### config.mk
export PLATFORM = sky130hd
export DESIGN_NAME = img_rx_loader
export DESIGN_NICKNAME = d
export VERILOG_FILES = /design/src/rtl/img_rx_loader.sv
export SDC_FILE = /design/constraint.sdc
export NUM_CORES = 2
export LEC_CHECK = 0
export CAP_MARGIN = 25
export CORE_MARGIN = 4
export CORE_UTILIZATION = 64
export DETAILED_ROUTE_END_ITERATION = 8
export PLACE_DENSITY = 0.85
export SYNTH_ARGS = -nofsm -noshare
export SYNTH_HDL_FRONTEND = slang
export SYNTH_SLANG_ARGS = --single-unit
### constraint.sdc
create_clock -name clk -period 5.65 [get_ports clk]
set_input_delay 0.565 -clock clk [delete_from_list [all_inputs] [get_ports clk]]
set_output_delay 0.565 -clock clk [all_outputs]
set_load 0.02 [all_outputs]
### src/rtl/img_rx_loader.sv
// img_rx_loader: buffers one binary image from UART bytes, then streams it to the CNN core after a strt pulse.
// Define IMG_THRESH_EN for one grey pixel per byte, thresholded against THRESH.
module img_rx_loader #(
  parameter int IMG_PIX = 784,
  parameter int TIMEOUT = 50000
`ifdef IMG_THRESH_EN
  , parameter logic [7:0] THRESH = 8'd128
`endif
) (
  input  logic       clk,
  input  logic       rst,
  input  logic       rx_rdy,
  input  logic [7:0] rx_data,
  output logic       clr_rx_rdy,
  input  logic       bsy,
  output logic       strt,
  output logic       din,
  output logic       loading,
  output logic       ovf,
  output logic       tmo
);
  localparam int CW = $clog2(IMG_PIX + 1);
  localparam int TW = $clog2(TIMEOUT + 1);
`ifdef IMG_THRESH_EN
  localparam int STEP = 1;
  logic [STEP-1:0] wdat;
  assign wdat = rx_data >= THRESH;
`else
  localparam int STEP = 8;
  logic [STEP-1:0] wdat;
  assign wdat = rx_data;
`endif
  typedef enum logic [1:0] {IDLE, LOAD, WAIT_CORE, STREAM} state_t;
  state_t state, state_n;
  logic [CW-1:0] pix_cnt, cnt_n, inc;
  logic [TW-1:0] tmr, tmr_n;
  logic [IMG_PIX-1:0] pix_buf;
  logic take, wr, strt_n, din_n, ovf_n, tmo_n;
  // the cycle after an ack still sees the old rx_rdy level, so it is ignored then
  assign take = rx_rdy & ~clr_rx_rdy;
  assign inc = pix_cnt + CW'(STEP);
  assign loading = state != IDLE;
  always_comb begin
    state_n = state;
    cnt_n = pix_cnt;
    tmr_n = '0;
    wr = 1'b0;
    strt_n = 1'b0;
    din_n = 1'b0;
    ovf_n = 1'b0;
    tmo_n = 1'b0;
    case (state)
      IDLE, LOAD: begin
        if (take) begin
          wr = 1'b1;
          cnt_n = inc;
          state_n = inc == CW'(IMG_PIX) ? WAIT_CORE : LOAD;
        end else if (state == LOAD && tmr == TW'(TIMEOUT)) begin
          state_n = IDLE;
          cnt_n = '0;
          tmo_n = 1'b1;
        end else if (state == LOAD) tmr_n = tmr + 1'b1;
      end
      WAIT_CORE: begin
        ovf_n = take;
        if (!bsy) begin
          state_n = STREAM;
          strt_n = 1'b1;
          din_n = pix_buf[0];
          cnt_n = CW'(1);
        end
      end
      default: begin
        ovf_n = take;
        if (pix_cnt == CW'(IMG_PIX)) begin
          state_n = IDLE;
          cnt_n = '0;
        end else begin
          din_n = pix_buf[pix_cnt];
          cnt_n = pix_cnt + 1'b1;
        end
      end
    endcase
  end
  always_ff @(posedge clk or posedge rst) begin
    if (rst) begin
      state <= IDLE;
      pix_cnt <= '0;
      tmr <= '0;
      clr_rx_rdy <= 1'b0;
      strt <= 1'b0;
      din <= 1'b0;
      ovf <= 1'b0;
      tmo <= 1'b0;
    end else begin
      state <= state_n;
      pix_cnt <= cnt_n;
      tmr <= tmr_n;
      clr_rx_rdy <= take;
      strt <= strt_n;
      din <= din_n;
      ovf <= ovf_n;
      tmo <= tmo_n;
    end
  end
  always_ff @(posedge clk)
    if (wr) pix_buf[pix_cnt +: STEP] <= wdat;
endmodule

==> flow_summary.json <==
{
  "worstPathRequired_ns": 5.99,
  "synth_enable_flop_cells": 784,
  "setup_violations": 0,
  "grt_max_degree": 119,
  "grt_overflow_total": 0,
  "syn_nets": 3961,
  "worst_pin_slew_ns": 1.19,
  "drc": 2,
  "die_w_um": 264,
  "place_ws_ns": 0.742,
  "syn_to_final_growth_pct": 9.49,
  "postSynthAreaPerCell_sq_um": 10.6,
  "path_clk_slew_ns": 0.07,
  "layout_common_cells": "nor2_1 (1639), edfxtp_1 (784), nand2_1 (264), mux4_2 (171), buf_4 (142)",
  "gp_congestion": 1.07,
  "syn-cell-area_sq_um": 41900,
  "yosys.area.top_type": "edfxtp_1",
  "synth_top_flop_cell": "edfxtp_1",
  "slew_viol_final": 0,
  "antenna_found_initial": 7,
  "drt_wl_total_mm": 164,
  "power_uw": 19700,
  "hpwl_mm": 107,
  "row_count": 93,
  "cp.arrival_ns": 5.56,
  "cts_tree": "yes",
  "ir_drop_mv": 0.275,
  "via_per_inst": 7.42,
  "status": "finished with violations",
  "violations": "DRC",
  "multi_input_area_sq_um": 15800,
  "skew_ns": 0.0310,
  "worst_slack_ns": 0.429,
  "fin_area_sq_um": 45900,
  "leakage_uw": 0.0136,
  "cts.htree.levels": 3,
  "drtPass1Iterations": 9,
  "fp.dieH_um": 264,
  "crit_top_cell": "nor2_1",
  "min_period_ns": 5.22,
  "postCtsHoldBufs": 0,
  "critPathCaptureType": "register",
  "cts_resized": 0,
  "boundaryPins": 18,
  "synth_top_area_share_pct": 56.2,
  "synth_cells": 3943,
  "cap_violations": 0,
  "hold_class": "primary input to async pin",
  "rsz0062_at_grt": "false",
  "grtUsageTotal_pct": 46.6,
  "crit_type": "register to register",
  "post_dp_cell_area_sq_um": 42900,
  "grt_pass1_vias": 34194,
  "grt_first_pass_wirelength_mm": 234,
  "final_hold_viol_count": 0,
  "cp-start-kind": "register",
  "insertion_delay_ns": 0.67,
  "fin_nets": 3868,
  "synthArstFlopShare_pct": 4.04,
  "synth_cell_type_count": 78,
  "cts_setup_buffers": 0,
  "crit_start": "pix_cnt[1]",
  "final_common_cell": "nor2_1",
  "setup_tns_ns": 0,
  "nFillCells": 4366,
  "coreArea_sq_um": 64600,
  "period_share_pct": 92.4,
  "drive_above_1_share_pct": 13.5,
  "ys_ff_latch": 817,
  "die_area_sq_um": 69600,
  "num_vias": 35451,
  "drtIter0Drc": 7490,
  "maxSlewHeadroom_pct": 20.5,
  "regArea_sq_um": 24400,
  "yosysWarnings": 0,
  "crit_slowest_cell": "or4b_1",
  "clockBufferDepth": 3,
  "numCtsBuffers": 84,
  "path_cells": "or4b_1 > or3_4 > xnor2_4 > nor2_1 > nand2_2 > nor2_2 > nand2_1 > buf_12 > nor2_1",
  "floorplan.initialDensity_pct": 64.9,
  "max_freq_ghz": 0.192,
  "max_stage_delay_ns": 0.83,
  "cts.sinks": 817,
  "r2r-start": "pix_cnt[1]",
  "portBuffers": 17,
  "crit_path_max_fanout": 30,
  "clock-root-buffer": "clkbuf_16",
  "synth-seq-area-share_pct": 58.2,
  "p_per_area_nw_per_um2": 431,
  "ant_nets": 0,
  "wl_per_cell_um": 34.4,
  "synthTopCellsByArea": "edfxtp_1 (56%), nor2_1 (15%), mux4_2 (9.2%)"
}
flip-flops by register name, summed over array words and instances, names as in the netlist:
register,cells
strt,1
tmo,1
pix_buf,784
clr_rx_rdy,1
pix_cnt,10
ovf,1
din,1
tmr,16
state,2
final timing paths:
| check | endpoint | slack [ns] | depth (start not counted) |
|---|---|---|---|
| min in group clk | clr_rx_rdy | 0.53 | 1 |
| worst max-delay path | pix_buf[93] | 0.43 | 9 |
| max in group asynchronous | pix_cnt[0] | 4.95 | 3 |
| worst min register to register | clr_rx_rdy | 0.53 | 1 |
| worst max register to register | pix_buf[93] | 0.43 | 9 |
| worst min-delay path | pix_cnt[1] | 0.35 | 3 |
cell type report:
cell class                 instances  area share, %
sequential                       817           53.2
clock buffer                      97           4.83
multi-input combinational       2749           34.5
tap                              855           2.33
antenna                            4         0.0218
inverter                          19          0.156
clock inverter                    56           1.50
timing repair buffer             179           3.46
cell usage after synthesis (11+ instances only):
cell,instances
inv_1,15
o21ai_0,48
mux2_2,12
a21oi_1,65
nor3_1,50
buf_1,17
nand3_1,76
and2_1,12
nor2b_1,14
o22ai_1,26
nor2_1,1640
nand2b_1,16
a22oi_1,55
nand2_1,264
dfrtp_1,33
buf_4,21
buf_2,195
a31oi_1,26
mux2i_1,74
a211oi_1,11
edfxtp_1,784
mux4_2,171
xnor2_1,21
clkbuf_1,121
and3_1,14
layer usage:
layer	GRT usage [%]	routed length (um)	up-vias
li1	-	-	13539
met1	58.4	49900	16755
met2	65.5	68000	4112
met3	21.7	31300	1037
met4	30.1	14800	8
met5	0.970	146	-
cell families after synthesis:
kind of cell	after synthesis	share of synthesized area (%)
xor+xnor	33	0.771
mux	257	11.3
compound gates	301	4.77
fa+ha+maj	6	0.179
simple gates	2152	20.6
flops	817	58.2
buf+inv	377	4.22
report_power, final:
group	switching [uW]	leakage [uW]	internal, uW	total [uW]
sequential	63.1	0.00699	6700	6760
combinational	5670	0.00518	1360	7040
clock	2520	0.00141	3430	5950
total	8260	0.0136	11500	19700
critical path: cells and delay by family (launching register included):
family,cells,cell delay (ns)
AND/OR/NAND/NOR,7,3.62
XOR/XNOR,1,0.18
flip-flops,1,0.68
buffers and inverters,1,0.41
metrics by stage:
| stage | cells | hold slack, ns | utilization, % |
|---|---|---|---|
| CTS | 4769 | 0.358 | 71.0 |
| global placement | 4612 | 0.488 | 66.4 |
| global route | 4772 | 0.410 | 71.0 |
| finish | 4776 | 0.349 | 71.0 |
| detailed placement | 4616 | 0.533 | 66.5 |
| floorplan | 3943 | 0.463 | - |
Power figures use the tool's default switching activity.
